File: src/rtl/tt_pkg.sv
// Shared types and constants for the 3-input truth-table sweep controller.
package tt_pkg;

    localparam int TT_ROWS = 8;
    localparam int TT_IN_W = 3;

    typedef enum logic [1:0] {
        ST_IDLE,
        ST_SETTLE,
        ST_SAMPLE,
        ST_DONE
    } tt_state_e;

    // Gate naming reads rows 000..111 from MSB to LSB, so row 0 lands in bit 7.
    function automatic logic [TT_IN_W-1:0] tt_bit(input logic [TT_IN_W-1:0] row);
        return TT_IN_W'(TT_ROWS - 1) - row;
    endfunction

endpackage

File: src/rtl/tt_settle_timer.sv
// Up-counting settle timer with clear-on-load and terminal-count flag.
module tt_settle_timer #(
    parameter int CNT_W = 8,
    parameter int TERM  = 4
) (
    input  logic clk,
    input  logic rst_n,
    input  logic i_load,
    input  logic i_en,
    output logic o_tc
);

    logic [CNT_W-1:0] r_cnt;

    assign o_tc = (r_cnt == CNT_W'(TERM - 1));

    // Count register: load clears it, enable advances it by one.
    always_ff @(posedge clk) begin
        if (!rst_n) begin
            r_cnt <= '0;
        end else if (i_load) begin
            r_cnt <= '0;
        end else if (i_en) begin
            r_cnt <= r_cnt + CNT_W'(1);
        end
    end

endmodule

File: src/rtl/tt_sweep_ctrl.sv
// Truth-table sweep sequencer: walks a 3-input gate through all eight rows,
// captures its output per row and compares the assembled code to EXPECTED.
//
//   state  | meaning
//   IDLE   | waiting for start, outputs held
//   SETTLE | inputs applied, waiting SETTLE cycles; pre-sample taken on last one
//   SAMPLE | capture gate output into code, advance row or finish
//   DONE   | one-cycle completion pulse, match valid
module tt_sweep_ctrl
    import tt_pkg::*;
#(
    parameter int         SETTLE   = 4,
    parameter logic [7:0] EXPECTED = 8'h2B
) (
    input  logic               clk,
    input  logic               rst_n,
    input  logic               start,
    output logic [TT_IN_W-1:0] dut_in,
    input  logic               dut_out,
    output logic               busy,
    output logic               done,
    output logic [7:0]         code,
    output logic               match,
    output logic               unstable
);

    tt_state_e          r_state;
    tt_state_e          w_state_next;
    logic [TT_IN_W-1:0] r_row;
    logic [7:0]         r_code;
    logic [7:0]         w_code_next;
    logic               r_match;
    logic               r_unstable;
    logic               r_pre;
    logic               w_accept;
    logic               w_last_row;
    logic               w_tmr_load;
    logic               w_tmr_en;
    logic               w_tmr_tc;

    tt_settle_timer #(
        .CNT_W (8),
        .TERM  (SETTLE)
    ) u_timer (
        .clk    (clk),
        .rst_n  (rst_n),
        .i_load (w_tmr_load),
        .i_en   (w_tmr_en),
        .o_tc   (w_tmr_tc)
    );

    assign w_last_row = (r_row == TT_IN_W'(TT_ROWS - 1));

    // Next-state decode plus status outputs and timer controls.
    always_comb begin
        w_state_next = r_state;
        w_accept     = 1'b0;
        w_tmr_load   = 1'b0;
        w_tmr_en     = 1'b0;
        busy         = 1'b1;
        done         = 1'b0;
        case (r_state)
            ST_IDLE: begin
                busy = 1'b0;
                if (start) begin
                    w_accept     = 1'b1;
                    w_tmr_load   = 1'b1;
                    w_state_next = ST_SETTLE;
                end
            end
            ST_SETTLE: begin
                w_tmr_en = 1'b1;
                if (w_tmr_tc) begin
                    w_state_next = ST_SAMPLE;
                end
            end
            ST_SAMPLE: begin
                w_tmr_load   = 1'b1;
                w_state_next = w_last_row ? ST_DONE : ST_SETTLE;
            end
            ST_DONE: begin
                done         = 1'b1;
                w_state_next = ST_IDLE;
            end
            default: begin
                w_state_next = ST_IDLE;
            end
        endcase
    end

    // Code with the current row's capture merged in; used for match on the last row.
    always_comb begin
        w_code_next                = r_code;
        w_code_next[tt_bit(r_row)] = dut_out;
    end

    // State register.
    always_ff @(posedge clk) begin
        if (!rst_n) begin
            r_state <= ST_IDLE;
        end else begin
            r_state <= w_state_next;
        end
    end

    // Row pointer (also the gate input vector), capture and result registers.
    always_ff @(posedge clk) begin
        if (!rst_n) begin
            r_row      <= '0;
            r_code     <= '0;
            r_match    <= 1'b0;
            r_unstable <= 1'b0;
            r_pre      <= 1'b0;
        end else begin
            if (w_accept) begin
                r_row      <= '0;
                r_code     <= '0;
                r_match    <= 1'b0;
                r_unstable <= 1'b0;
            end
            if (r_state == ST_SETTLE && w_tmr_tc) begin
                r_pre <= dut_out;
            end
            if (r_state == ST_SAMPLE) begin
                r_code <= w_code_next;
                if (dut_out != r_pre) begin
                    r_unstable <= 1'b1;
                end
                if (w_last_row) begin
                    // Match is registered here so it is already valid in DONE.
                    r_match <= (w_code_next == EXPECTED);
                end else begin
                    r_row <= r_row + TT_IN_W'(1);
                end
            end
        end
    end

    assign dut_in   = r_row;
    assign code     = r_code;
    assign match    = r_match;
    assign unstable = r_unstable;

endmodule
File: config.mk
export PLATFORM = sky130hd
export DESIGN_NAME = tt_sweep_ctrl
export DESIGN_NICKNAME = d
export VERILOG_FILES = /design/src/rtl/tt_pkg.sv /design/src/rtl/tt_settle_timer.sv /design/src/rtl/tt_sweep_ctrl.sv
export SDC_FILE = /design/constraint.sdc
export NUM_CORES = 1
export LEC_CHECK = 0
export ABC_CLOCK_PERIOD_IN_PS = 3400
export BUFFER_PORTS_ARGS = -buffer_cell sky130_fd_sc_hd__buf_2
export CORE_MARGIN = 5
export CORE_UTILIZATION = 50
export DETAILED_ROUTE_END_ITERATION = 12
export GPL_ROUTABILITY_DRIVEN = 0
export PLACE_DENSITY = 0.79
export SETUP_SLACK_MARGIN = 0.15
export SLEW_MARGIN = 20
export SYNTH_ARGS = -nofsm -noshare
export SYNTH_HDL_FRONTEND = slang
export SYNTH_SLANG_ARGS = --single-unit
File: constraint.sdc
create_clock -name clk -period 3.4 [get_ports clk]
set_clock_uncertainty 0.1 [all_clocks]
set_input_delay 0.17 -clock clk [delete_from_list [all_inputs] [get_ports clk]]
set_output_delay 0.17 -clock clk [all_outputs]
set_load 0.05 [all_outputs]
# Word-level counts from Yosys, hierarchy flattened
# Index checks and enable logic that the tools add are counted.
# Widths: inputs -> output; s select.
word_totals:
  register_bits: 24
  latchBits: 0
  ramBits: 0
  mem_bits_ro: 0
  output_inout_bits: 15
  wordCells: 52
  n_memories: 0
classes:
  addsub: 3
  n_mul: 0
  n_div: 0
  magnitude_cmp: 2
  eq_ne: 9
  n_shift: 0
  n_mux: 24
  bitwise_logic: 1
  reduce_logical: 6
op_table:
  columns: ["operator", "count"]
  rows:
  - ["$mux 8", 2]
  - ["$mux 1", 12]
  - ["$mux 3", 3]
  - ["$add 8x1->8 const B", 1]
  - ["$bwmux 8", 1]
  - ["$eq 8x2->1 const B", 1]
  - ["$eq 8x6->1 const B", 1]
  - ["$pmux 2 s4", 1]
  - ["$mux 2", 3]
  - ["$eq 2x2->1 const B", 2]
  - ["$lt 3x4->1 const B", 1]
  - ["$ne 2x2->1 const B", 2]
  - ["$add 3x1->3 const B", 1]
  - ["$demux 1 s3", 1]
  - ["$eq 3x3->1 const B", 1]
  - ["$ge 3x1->1 const B", 1]
  - ["$sub 3x3->3 const A", 1]
  - ["$eq 2x1->1 const B", 1]
  - ["$logic_and 1x1->1", 2]
  - ["$logic_not 2->1", 1]
  - ["$pmux 1 s2", 1]
  - ["$reduce_and 2->1", 1]
  - ["$reduce_bool 2->1", 1]
  - ["$reduce_or 2->1", 1]
  - ["other kinds (2)", 2]

# Depth between registers and ports, before layout
logic_depth:
  ltp_word: 9
  ltp_mapped: 6

# By module
# From an unflattened synthesis, not the netlist that was laid out.
unflattened:
  cells_unflattened: 167
  area_unflattened_um2: 1408.9
by_module_without_submodules:
  columns: ["mod", "instances", "cells_each", "area_per_inst_um2", "seq_area_each_um2"]
  rows:
  - ["tt_sweep_ctrl", 1, 127, 1038.5, 320.3]
  - ["tt_settle_timer", 1, 40, 370.4, 160.2]

# Least setup slack after synthesis
# No wires, ideal clock.
synth_timing:
  kind: "flip-flop to flip-flop"
  from: "register r_row[2] (netlist: dut_in[2])"
  to: "register r_match (netlist: match)"
  setup_ps: 87
  arrival_ps: 1693
  slack_ps: 1520
  stages_incl_launch_ff: 6
  n_path_buf: 0
  path_cell_list: "dfxtp_1 -> nor2b_1 -> mux2_4 -> o21ai_2 -> nand4_1 -> o31ai_1"
synth_between:
  elab_chain_cells: 9
  word_cells_on_any_way: 11
synth_rtl:
  columns: ["item", "line_no", "rtl"]
  rows:
  - ["start, declared", "tt_sweep_ctrl.sv:29", "logic [TT_IN_W-1:0] r_row;"]
  - ["start signal, assigned", "tt_sweep_ctrl.sv:133", "r_row <= r_row + TT_IN_W'(1);"]
  - ["$sub 3x3->3", "tt_pkg.sv:16", "return TT_IN_W'(TT_ROWS - 1) - row;"]
  - ["$lt 3x4->1 (not written as such) / $ge 3x1->1 (equally long branches)", "tt_sweep_ctrl.sv:94", "w_code_next[tt_bit(r_row)] = dut_out;"]
  - ["$logic_and 1x1->1 (not written as such)", "tt_sweep_ctrl.sv:94", null]
  - ["$mux 1 (not written as such)", "tt_sweep_ctrl.sv:94", null]
  - ["$demux 1 s3", "tt_sweep_ctrl.sv:94", null]
  - ["$bwmux 8", "tt_sweep_ctrl.sv:94", null]
  - ["$eq 8x6->1", "tt_sweep_ctrl.sv:131", "r_match <= (w_code_next == EXPECTED);"]
  - ["$mux 1 *", "tt_sweep_ctrl.sv:129", "if (w_last_row) begin"]
  - ["$mux 1 *", "tt_sweep_ctrl.sv:124", "if (r_state == ST_SAMPLE) begin"]
  - ["end signal, assigned", "tt_sweep_ctrl.sv:131", null]
  - ["end, declared", "tt_sweep_ctrl.sv:32", "logic r_match;"]
# Every way passes the cells marked *; elsewhere a longest branch is shown, timed or not.
# A chain may end at the register's enable or synchronous reset.

# Worst setup path after layout
# Same ends and word-level chain as after synthesis.

==> flow_summary_export.csv <==
group,metric,value,unit
routing,wl_per_cell,14.3,µm
critical_path,path_delay_family,"flip-flops",
finish,area_growth_syn_to_layout,7.78,%
routing,via_per_inst,5.88,
logic_synthesis,synth.area.top_cells,"dfxtp_1, a21boi_0, o21ai_0, nor2_1, nor2b_1",
floorplan,initial_core_util,50.9,%
power,p_leak,0.578,nW
logic_synthesis,synth-seq-area-share,35.2,%
critical_path,timing.rr.end,"match",
place,io_buffers,18,
logic_synthesis,ys_async_sr_fraction,0,%
finish,final_layout_size_suffix_gt1_share,15.6,%
critical_path,start_kind,"flip-flop",
min_path,min_path_type,"in -> reg",
floorplan,row_count,19,
logic_synthesis,mappedNetlistArea,1370,µm²
clocking,cts.clk_slew.worst_paths,0.12,ns
floorplan,core-area,2690,µm²
logic_synthesis,synth_fp_nets,175,
sta,rsz0062_at_grt,"no",
min_path,worstHoldStart,"dut_out",
logic_synthesis,syn_area_per_cell,8.13,µm²
clocking,cts_buffer_depth,2,
routing,drc,0,
floorplan,die_area,3880,µm²
finish,n_antenna_cell,0,
power,power_frac_seq,65.0,%
logic_synthesis,synthCells,168,
critical_path,crit_chain,"nor2b_1, mux2_4, o21ai_2, nand4_1, o31ai_1",
logic_synthesis,synthFlopType,"dfxtp_1",
finish,nets,189,
clocking,htree_num_levels,1,
floorplan,die_h,62.3,µm
run,maxCapViolCount,0,
critical_path,crit_arrival,2.11,ns
logic_synthesis,synth_top_area_share,35.2,%
clocking,numCtsBuffers,3,
clocking,root_buffer,"clkbuf_4",
critical_path,critPathMaxFanout,19,
critical_path,r2r_cells,5,
routing,drt_iter0_markers,73,
clocking,cts_tree,"yes",
critical_path,slowest_delay,0.70,ns
clocking,clock_latency,0.31,ns
sta,finalSetupTns,0,ns
sta,maxSlewViolCount,0,
sta,hold_slack,0.124,ns
finish,fillers,244,
routing,vias,1240,
critical_path,cp.required,3.53,ns
finish,multi_input_area,826,µm²
critical_path,slowest_stage,"dfxtp_1",
floorplan,num_io_pins,19,
clocking,clock_sinks,24,
sta,worstMarginPinSlew,0.637,ns
min_path,whs_endpoint,"r_pre",
clocking,ctsResizeCount,0,
global_routing,antenna_found_initial,0,
global_routing,grt_pass1_wl,5.30,mm
power,power.density,300,nW/µm²
place,dp_hpwl,2.24,mm
sta,finalHoldViolations,0,
min_path,holdPathStages,3,
logic_synthesis,ys_seq_elements,24,
global_routing,grtUsageTotal,16.2,%
logic_synthesis,synth_cell_type_count,39,
power,p_int,0.336,mW
global_routing,first_global_vias,1181,
global_routing,grt_start_max_net_pins,20,
critical_path,end_kind,"flip-flop",
finish,fin_util,54.8,%
routing,ant_nets,0,
finish,seqCellArea,480,µm²
routing,drt_wl_total,3.02,mm
floorplan,die_w,62.3,µm
sta,setup_violations,0,
power,irDropWorstVdd,236,µV
power,swShare,23.8,%
status,outcome,"completed",
sta,final.period_utilization,58.3,%
routing,first_pass_iters,4,
logic_synthesis,synth.largest_area_cell,"dfxtp_1",
critical_path,cp.buffers_inverters,0,
logic_synthesis,synth_edf_count,0,
global_routing,overflow,0,
power,combPwrFrac,7.4,%
power,power.switching,0.105,mW
critical_path,ff2ff_setup_slack,1.42,ns
clocking,cts_hold_buf,0,
logic_synthesis,yosysWarningCount,0,
critical_path,crit_type,"reg -> reg",
sta,max_freq,504,MHz
critical_path,startpoint,"dut_in[2]",
sta,maxSlewHeadroom,57.4,%
power,p_clk_share,27.6,%
critical_path,timing.rr.start,"dut_in[2]",
clocking,cts_setup_buffers,0,
sta,period_minus_slack,1.98,ns
## metrics by stage
| step | instances | area, µm² | setup WS [ns] | power (mW) |
|---|---|---|---|---|
| after floorplan | 168 | 1370 | 1.52 | 0.319 |
| after CTS | 211 | 1470 | 1.46 | 0.447 |
| after detailed placement | 208 | 1450 | 1.48 | 0.326 |
| final | 211 | 1470 | 1.42 | 0.441 |
| after global placement | 208 | 1450 | 1.53 | 0.325 |
| after global routing | 211 | 1470 | 1.27 | 0.467 |
## cells in the mapped netlist (all sizes together) (6+ instances only)
library cell,instances
dfxtp,24
nand2b,6
nand2,13
a21oi,8
a21boi,13
o21ai,13
nor2b,9
buf,7
nand3,7
nor2,16
xor2,6
## worst register-to-register path: cells and delay by family (launching register included)
family,cells,cell delay [ns]
compound gates,2,0.38
flops,1,0.70
mux,1,0.33
simple gates,2,0.39
## layout make-up
type	count	share of cell area, %
clock buffers	3	1.53
inverters	4	1.02
multi-input cells	131	56.1
flip-flops and latches	24	32.6
well taps	31	2.63
repair buffers	18	6.12
## power groups by stage
stage / Combinational, mW / Clock [mW] / Sequential, mW
after floorplan: 0.0277 / 0 / 0.291
after global placement: 0.0316 / 0 / 0.293
after detailed placement: 0.0327 / 0 / 0.293
after CTS: 0.0328 / 0.127 / 0.287
after global routing: 0.0355 / 0.144 / 0.288
final: 0.0326 / 0.122 / 0.287
## kinds of logic (layout without fill, tap and decap cells)
family / after synthesis / after routing / synth area share, %
AO/OA/AOI/OAI: 46 / 46 / 21.8
XOR/XNOR: 8 / 8 / 5.13
adder cells (fa/ha/maj): 3 / 3 / 2.75
buffers and inverters: 13 / 25 / 4.40
flip-flops: 24 / 24 / 35.2
multiplexers: 2 / 2 / 1.83
AND/OR/NAND/NOR: 72 / 72 / 28.9
## sequential cells by signal, indices dropped and copies added (netlist names)
register / cells
match: 1
dut_in: 3
unstable: 1
r_state: 2
r_pre: 1
code: 8
u_timer.r_cnt: 8
## metal layers
layer,share of wire (%),vias to the layer above,global-route usage (%)
li1,-,618,-
met1,42,585,17.8
met2,53,31,30.2
met3,3.8,6,3.06
met4,1.3,0,6.37
met5,0,-,0
## how the worst max path moves through the flow
| stage | to | depth (start not counted) |
|---|---|---|
| after floorplan | match | 5 |
| after global placement | match | 5 |
| after detailed placement | match | 5 |
| after CTS | match | 5 |
| after global routing | match | 5 |
| final | match | 5 |
## placed cells by master (no fill, tap or decap), types with 2 or more instances in the layout
cell and count:
buf_2 18, or2_2 2, a21oi_1 8, xnor2_1 2
xor2_1 6, clkbuf_4 3, a21o_1 2, dfxtp_1 24
o21ai_0 12, nand2_1 13, a21boi_1 3, nor3_1 4
a22oi_1 3, o32ai_1 2, and2_1 2, a21boi_0 10
a31oi_1 2, nand4_1 3, and3_1 4, ha_1 3
nand2b_1 6, nand3_1 7, nor2b_1 9, nor2_1 16
inv_1 3
Power figures use the tool's default switching activity.
